## src/rtl/pm_snapshot_streamer.sv

```systemverilog
// Captures per-inport SA counters on request and streams them as one
// valid/ready frame: a header word, then the four 32-bit halves of each port.
module pm_snapshot_streamer #(
  parameter int INPUT_PORT_NUM = 5,
  parameter int CNT_W          = 64,
  parameter int WORD_NUM       = 1 + 4 * INPUT_PORT_NUM,
  parameter int NODE_ID_X_W    = 8,
  parameter int NODE_ID_Y_W    = 8
) (
  input  logic                                 clk,
  input  logic                                 rstn,
  input  logic                                 snap_req_i,
  input  logic [INPUT_PORT_NUM-1:0][CNT_W-1:0] sa_local_cnt_i,
  input  logic [INPUT_PORT_NUM-1:0][CNT_W-1:0] sa_global_cnt_i,
  input  logic [NODE_ID_X_W-1:0]               node_id_x_ths_hop_i,
  input  logic [NODE_ID_Y_W-1:0]               node_id_y_ths_hop_i,
  output logic                                 out_vld_o,
  input  logic                                 out_rdy_i,
  output logic [31:0]                          out_data_o,
  output logic                                 out_last_o,
  output logic                                 busy_o,
  output logic [7:0]                           snap_drop_cnt_o
);

  localparam int IDX_W = (WORD_NUM > 1) ? $clog2(WORD_NUM) : 1;
  localparam int TBL_N = 1 << IDX_W;

  typedef enum logic {IDLE, SEND} state_t;

  state_t                                 state;
  logic [IDX_W-1:0]                       idx;
  logic [INPUT_PORT_NUM-1:0][CNT_W-1:0]   snap_local;
  logic [INPUT_PORT_NUM-1:0][CNT_W-1:0]   snap_global;

  logic [31:0]      word_tbl [TBL_N];
  logic [31:0]      header_word;
  logic [IDX_W-1:0] idx_nxt;
  logic             handshake;
  logic             frame_done;
  logic             start_frame;

  // The header is built from the live node ID; it is latched into out_data_o
  // on the capture edge, which is what freezes the ID for the whole frame.
  assign header_word = {8'hA5, 8'(INPUT_PORT_NUM),
                        8'(node_id_x_ths_hop_i), 8'(node_id_y_ths_hop_i)};

  assign handshake   = out_vld_o & out_rdy_i;
  assign frame_done  = handshake & out_last_o;
  assign start_frame = snap_req_i & ((state == IDLE) | frame_done);
  assign idx_nxt     = idx + IDX_W'(1);
  assign busy_o      = (state == SEND);

  // Payload words from the snapshot; entry 0 (header) is never looked up here.
  always_comb begin
    for (int i = 0; i < TBL_N; i++) word_tbl[i] = '0;
    for (int p = 0; p < INPUT_PORT_NUM; p++) begin
      word_tbl[1 + 4*p] = snap_local[p][31:0];
      word_tbl[2 + 4*p] = snap_local[p][63:32];
      word_tbl[3 + 4*p] = snap_global[p][31:0];
      word_tbl[4 + 4*p] = snap_global[p][63:32];
    end
  end

  // NOTE: sequential state uses non-blocking assignments only, so every
  // right-hand side below sees pre-edge values regardless of statement order.
  always_ff @(posedge clk) begin
    if (!rstn) begin
      state           <= IDLE;
      idx             <= '0;
      // NOTE: the snapshot bank is deliberately reset so no stale counter
      // value can ever reach the stream after a reset.
      snap_local      <= '0;
      snap_global     <= '0;
      snap_drop_cnt_o <= '0;
      out_vld_o       <= 1'b0;
      out_last_o      <= 1'b0;
      out_data_o      <= '0;
    end else begin
      if (start_frame) begin
        state       <= SEND;
        idx         <= '0;
        snap_local  <= sa_local_cnt_i;
        snap_global <= sa_global_cnt_i;
        out_vld_o   <= 1'b1;
        out_data_o  <= header_word;
        out_last_o  <= (WORD_NUM == 1);
      end else if (frame_done) begin
        state      <= IDLE;
        idx        <= '0;
        out_vld_o  <= 1'b0;
        out_data_o <= '0;
        out_last_o <= 1'b0;
      end else if (handshake) begin
        idx        <= idx_nxt;
        out_data_o <= word_tbl[idx_nxt];
        out_last_o <= (idx_nxt == IDX_W'(WORD_NUM - 1));
      end

      // A request while a frame is in flight is lost unless it lands exactly
      // on the final handshake, where it chains the next frame instead.
      if (snap_req_i && (state == SEND) && !frame_done && (snap_drop_cnt_o != 8'hFF))
        snap_drop_cnt_o <= snap_drop_cnt_o + 8'd1;
    end
  end

endmodule

```

## config.mk

```make
export PLATFORM = sky130hd
export DESIGN_NAME = pm_snapshot_streamer
export DESIGN_NICKNAME = d
export VERILOG_FILES = /design/src/rtl/pm_snapshot_streamer.sv
export SDC_FILE = /design/constraint.sdc
export NUM_CORES = 2
export LEC_CHECK = 0
export CAP_MARGIN = 20
export CORE_MARGIN = 1
export CORE_UTILIZATION = 25
export CTS_BUF_LIST = sky130_fd_sc_hd__clkbuf_16
export CTS_CLUSTER_SIZE = 20
export DETAILED_ROUTE_END_ITERATION = 6
export GPL_ROUTABILITY_DRIVEN = 0
export MAX_ROUTING_LAYER = met4
export PLACE_DENSITY_LB_ADDON = 0.3
export SETUP_SLACK_MARGIN = 0.4
export SKIP_LAST_GASP = 1
export SLEW_MARGIN = 20
export SYNTH_ARGS = -nofsm -noshare
export SYNTH_HDL_FRONTEND = slang
export SYNTH_SLANG_ARGS = --single-unit
```

## constraint.sdc

```tcl
create_clock -name clk -period 2.3 [get_ports clk]
set_clock_uncertainty 0.2 [all_clocks]
set_input_delay 0.46 -clock clk [delete_from_list [all_inputs] [get_ports clk]]
set_output_delay 0.46 -clock clk [all_outputs]
set_load 0.1 [all_outputs]
```

==> impl_metrics.tcl <==
set metrics [dict create \
    status "finished with violations" \
    violations "negative setup slack" \
    crit_chain "ha_4 > xnor2_4 > buf_12 > buf_16 > buf_6 > o21ai_1 > a21oi_4 > buf_6 > a31oi_1 > a31oi_1 > o221ai_1" \
    start_kind "flip-flop" \
    worst_pin_slew_ns 0.484 \
    relSlewSlack_pct 66.8 \
    grt_first_pass_wirelength_um 210000 \
    leakage_nw 19.4 \
    initial_core_util_pct 25.3 \
    hp-class "primary input to flip-flop" \
    die_w_um 354 \
    antenna_found_initial 50 \
    grt_pass1_vias 30620 \
    die_area_um2 125000 \
    fin_ws_ns -0.296 \
    grt_overflow 0 \
    io_pins 703 \
    r2r_setup_slack_ns -0.30 \
    crit_required_ns 2.61 \
    setup_violations 32 \
    grt_usage_pct 23.8 \
    hold_viol_final 0 \
    drc 0 \
    post-route-min-period_ns 2.60 \
    vias 31766 \
    postPlaceCellArea_um2 41900 \
    synth_seq_area_share_pct 44.4 \
    drt-initial-drc-count 2502 \
    ys_ff_latch 687 \
    synthTopCellsByArea "dfxtp_1, nand2_1, a21boi_0" \
    worst_setup_path_end_kind "flip-flop" \
    numCtsBuffers 82 \
    final_antenna_net_count 0 \
    yosys.area.top_type "dfxtp_1" \
    core_um2 122000 \
    maxSlewViolCount 0 \
    yosysMostFrequentCell "nand2_1" \
    synth_ff_type "dfxtp_1" \
    clockBufferDepth 3 \
    slowest_delay_ns 0.36 \
    post-place-ws_ns -0.635 \
    clock_sinks 687 \
    routed_wl_um 158000 \
    grt_max_degree 118 \
    gr-max-usage-layer "met2" \
    io_buffers 702 \
    synth_edf_count 0 \
    cp.arrival_ns 2.91 \
    synth_fp_nets 4552 \
    htree_levels 3 \
    wire_per_inst_um 24.1 \
    drive_gt1_share_pct 20.0 \
    grt_setup_unrepaired "true" \
    root_buffer "clkbuf_16" \
    synth_cells 3889 \
    area_growth_pct 63.1 \
    dp_hpwl_um 113000 \
    rows 128 \
    finalInstanceArea_um2 50500 \
    firstDrtPassIters 5 \
    cpMaxStageDelayCell "dfxtp_4" \
    grtUsageMet1_pct 29.8 \
    crit_path_max_fanout 20 \
    clock.fmax_mhz 385 \
    cts_tree "yes" \
    netlist_area_um2 31000 \
    criticalPathCategory "flip-flop to flip-flop" \
    netlist.area_leader.share_pct 44.4 \
    ir_drop_mv 0.495 \
    fin_crit_sh_pct 113 \
    nets 5491 \
    met3_usage_pct 5.20 \
    clkLatencyLatePin_ns 0.66 \
    grt.met2_usage_pct 37.0 \
    yosys_warnings 0 \
    syn_area_per_cell_um2 7.96 \
    async_reset_ff_share_pct 0 \
    clkTransAtPathRegs_ns 0.06 \
    powerDensity_nw_per_um2 629 \
    die_y_um 354 \
    ys_types 52 \
    cap_violations 0 \
    synthTopCellsByCount "nand2_1, dfxtp_1, a21boi_0" \
    drt-vias-per-instance 4.85 \
]
cell type report:
class	instances	area, µm²
Antenna cell	41	103
Clock buffer	86	2150
Clock inverter	58	392
Fill cell	12241	71800
Inverter	2	11.3
Multi-Input combinational cell	2868	17400
Sequential cell	687	13900
Tap cell	1625	2030
Timing Repair Buffer	1187	14500
kinds of logic (layout without fill, tap and decap cells):
group	Yosys count	count (layout)	synth area share [%]
AND/OR/NAND/NOR	1718	1719	21.5
multiplexers	185	185	6.24
adder cells (fa/ha/maj)	3	3	0.121
flip-flops	687	687	44.4
XOR/XNOR	10	10	0.343
AO/OA/AOI/OAI	951	951	22.4
other	0	41	0
buffers and inverters	335	1333	4.93
sequential cells by signal (all words and copies together), names as in the netlist:
register         cells
out_data_o          32
idx                  5
busy_o               1
snap_global        320
snap_local         320
snap_drop_cnt_o      8
out_last_o           1
per-layer routing:
layer  wire (µm)  vias to the layer above  share of wire (%)
met5           0                        -                  0
met4        5630                        0                3.6
met3       10700                      213                6.8
met2       73000                     1084                 46
met1       68600                    15435                 43
li1            -                    15034                  -
per-stage QoR:
step	setup TNS (ns)	util [%]	total power, mW	hold slack (ns)	instances
final	-6.76	41.3	31.8	0.152	6554
after detailed placement	-114.21	34.3	18.1	0.255	6191
after floorplan	0	-	15.2	0.240	3889
after CTS	-6.10	39.0	31.2	0.107	6424
after global routing	-8.71	41.3	32.9	0.137	6552
after global placement	-104.73	34.3	18.1	0.248	6191
power by group:
part	internal [mW]	leakage, nW	switching (mW)
combinational	3.22	12.4	3.01
clock	7.10	1.30	5.42
sequential	12.6	5.66	0.455
total	22.9	19.4	8.89
worst max-delay path: cells and delay by family, from the launching register on:
kind / cells / cell delay, ns
buffers and inverters: 4 / 0.75
AO/OA/AOI/OAI: 5 / 0.76
adder cells (fa/ha/maj): 1 / 0.18
flip-flops: 1 / 0.36
XOR/XNOR: 1 / 0.18
layout by cell type (no fill, tap or decap), drive strengths merged, types with 4 or more instances in the layout:
| master | instances |
|---|---|
| o211ai | 8 |
| a21oi | 35 |
| a221oi | 5 |
| nand4 | 6 |
| and3 | 31 |
| nand3 | 63 |
| bufbuf | 8 |
| a31oi | 72 |
| xor2 | 4 |
| mux2i | 157 |
| inv | 21 |
| nand2b | 5 |
| clkbuf | 134 |
| o21ai | 58 |
| nor2 | 18 |
| diode | 41 |
| a22oi | 49 |
| nand2 | 1582 |
| clkdlybuf4s50 | 658 |
| and2 | 7 |
| xnor2 | 6 |
| a21boi | 643 |
| dfxtp | 687 |
| a32oi | 31 |
| o221ai | 21 |
| clkinvlp | 5 |
| o21bai | 9 |
| mux4 | 4 |
| buf | 472 |
| a211oi | 7 |
| mux2 | 24 |
| clkinv | 31 |
final timing paths:
check                                        start             end  depth (start not counted)
worst min register to register       snap_local[5]   snap_local[5]                          2
worst min-delay path            sa_local_cnt_i[94]  snap_local[94]                          3
worst max register to register              idx[0]  out_data_o[31]                         11
worst max-delay path                        idx[0]  out_data_o[31]                         11
timing repair:
item                                    in CTS  in global routing
pin swaps                                   49                108
gates resized for setup                    398                333
endpoints found under the hold margin       22                  0
endpoints found under the setup margin     669                715
gates cloned                                33                 54
setup buffers                               55                 35
hold buffers                                 1                  0
Note: power is estimated with default switching activity, not from simulation.
==> patch: new RTL, config.mk and constraints unchanged <==
Register the output `snap_drop_cnt_o` once more, cleared by the reset; this adds one clock of latency there. The other outputs are not delayed to match.
--- a/src/rtl/pm_snapshot_streamer.sv
+++ b/src/rtl/pm_snapshot_streamer.sv
@@ -26,6 +26,8 @@
   localparam int TBL_N = 1 << IDX_W;
 
   typedef enum logic {IDLE, SEND} state_t;
+
+  logic [7:0] snap_drop_cnt_s0;
 
   state_t                                 state;
   logic [IDX_W-1:0]                       idx;
@@ -71,7 +73,7 @@
       // value can ever reach the stream after a reset.
       snap_local      <= '0;
       snap_global     <= '0;
-      snap_drop_cnt_o <= '0;
+      snap_drop_cnt_s0 <= '0;
       out_vld_o       <= 1'b0;
       out_last_o      <= 1'b0;
       out_data_o      <= '0;
@@ -98,8 +100,16 @@
 
       // A request while a frame is in flight is lost unless it lands exactly
       // on the final handshake, where it chains the next frame instead.
-      if (snap_req_i && (state == SEND) && !frame_done && (snap_drop_cnt_o != 8'hFF))
-        snap_drop_cnt_o <= snap_drop_cnt_o + 8'd1;
+      if (snap_req_i && (state == SEND) && !frame_done && (snap_drop_cnt_s0 != 8'hFF))
+        snap_drop_cnt_s0 <= snap_drop_cnt_s0 + 8'd1;
+    end
+  end
+
+  always_ff @(posedge clk) begin
+    if (!rstn) begin
+      snap_drop_cnt_o <= '0;
+    end else begin
+      snap_drop_cnt_o <= snap_drop_cnt_s0;
     end
   end
 
Function: changed (a bounded check fails within 4 cycles, from zero or initial values and one cycle with rstn low).
==> patch against the original RTL <==
  * Wire length increased by 0.55%
  * The flow still finishes with violations (setup timing)
  * Power grew 1.4%
  * Sequential cell count is 8 higher
  * Core utilization shrank 0.15 points
  * Via count down 0.22%
  * Hold slack got worse by 0.0023 ns
  * Synthesized area up 0.68%
  * Clock power rose by 3%
  * Setup slack better by 0.012 ns
  * Final area is 0.68% higher
==> patch: results (changes against the original RTL) <==
- Diodes inserted: 48 (was 41)
- DRT Pass-1 Iters: 6 (was 5)
- VDD IR-drop max: 597.0 µV (was 494.5 µV)
- Clk. pwr: 12900 µW (was 12500 µW)
- Share of cells above drive strength 1: 0.2077 (was 0.2001)
- Ranking of synthesized cells by area: dfxtp_1 (45%), nand2_1 (19%), a21boi_0 (15%), mux2i_1 (5.0%), clkbuf_1 (2.4%) (was dfxtp_1 (44%), nand2_1 (19%), a21boi_0 (16%), mux2i_1 (5.1%), clkbuf_1 (2.4%))
- Signal buf overhead: 0.2833 (was 0.2879)
- Worst slack, placed: -0.7805 ns (was -0.6354 ns)
- Met1 Usage GRT: 0.2911 (was 0.2982)
- Die width: 355.2 µm (was 354.0 µm)
- Leakage: 0.01956 µW (was 0.01936 µW)
- Detailed Place HPWL: 113200 µm (was 112900 µm)
- Post-CTS resize count: 384 (was 398)
- Finish-stage setup viols: 32 (unchanged)
- Post-DP Area: 41750 µm² (was 41930 µm²)
- Nets@finish: 5503 (was 5491)
- Clk tree area frac: 0.05097 (was 0.05034)
- DR vias: 31697 (was 31766)
- Failing checks: setup timing (unchanged)
- Drt first-iter violations: 2306 (was 2502)
- Vias in the first global route: 30256 (was 30620)
- Met3 Wirelength: 10200 µm (was 10740 µm)
- Synth cell count leaders: nand2_1 (1582), dfxtp_1 (695), a21boi_0 (642) (was nand2_1 (1582), dfxtp_1 (687), a21boi_0 (642))
- Fillers: 12345 (was 12241)
- Signal buffers: 1184 (was 1187)
- Non-CTS inverters: 2 (unchanged)
- Footprint of the multi-input gates: 17690 µm² (was 17430 µm²)
- Initial antenna violation count: 45 (was 50)
- Routed length on met2: 74200 µm (was 73000 µm)
- Outcome: finished with violations (unchanged)
- Met2 Usage GRT: 0.3734 (was 0.3704)
- CP Data Arrival Time: 2.93 ns (was 2.91 ns)
- CTS sink cnt: 695 (was 687)
- Multi-input combinational cell count: 2875 (was 2868)
- Delay-heaviest family, CP: buffers and inverters (was compound AO/OA/AOI/OAI gates)
- # Post-CTS Setup Buffers: 69 (was 55)
- Avg WL per Cell: 24.11 µm (was 24.10 µm)
- Met1 Routed Length: 67850 µm (was 68560 µm)
- Crit path max fanout: 8 (was 20)
- Reg2Reg Depth: 12 (was 11)
- Seq. cell area: 14000 µm² (was 13860 µm²)
- Pin count of the biggest net entering global routing: 106 (was 118)
- Global-route wire length before repair: 210700 µm (was 209600 µm)
- Setup TNS: -7.298 ns (was -6.757 ns)
- Seq/Total Area, Yosys: 0.4462 (was 0.4440)
- Pint: 23210 µW (was 22890 µW)
- Worst Slack Setup Final: -0.2831 ns (was -0.2955 ns)
- Syn nets: 4569 (was 4552)
- Met3 Track Usage GR: 0.05031 (was 0.05201)
- CLK BUF: 83 (was 86)
- Worst slew margin: 0.6648 (was 0.6681)
patch: changes by cell type after synthesis, sizes merged:
cell    unedited run  this run
clkbuf           200       202
buf              133       132
dfxtp            687       695
and2               7        15
patch: worst paths after layout:
check | startpoint | slack [ns] | endpoint
max | idx[0] | -0.28 | out_data_o[19]
max reg2reg | idx[0] | -0.28 | out_data_o[19]
min reg2reg | snap_global[46] | 0.25 | snap_global[46]
min | sa_local_cnt_i[177] | 0.15 | snap_local[177]
patch: cell families (layout without fill, tap and decap cells):
family	after synthesis	count (layout)	synth area share
other cells	0	48	0
flops	695	695	0.4462
compound gates	951	951	0.2227
mux	185	185	0.06195
xor+xnor	10	10	0.003410
buf+inv	336	1332	0.04899
fa+ha+maj	3	3	0.001204
simple gates	1726	1726	0.2156
patch: stage by stage:
| step | instances | total power [µW] |
|---|---|---|
| global route | 6582 | 33300 |
| detailed placement | 6188 | 18190 |
| finish | 6587 | 32210 |
| global placement | 6188 | 18170 |
| CTS | 6434 | 31580 |
| floorplan | 3906 | 15380 |
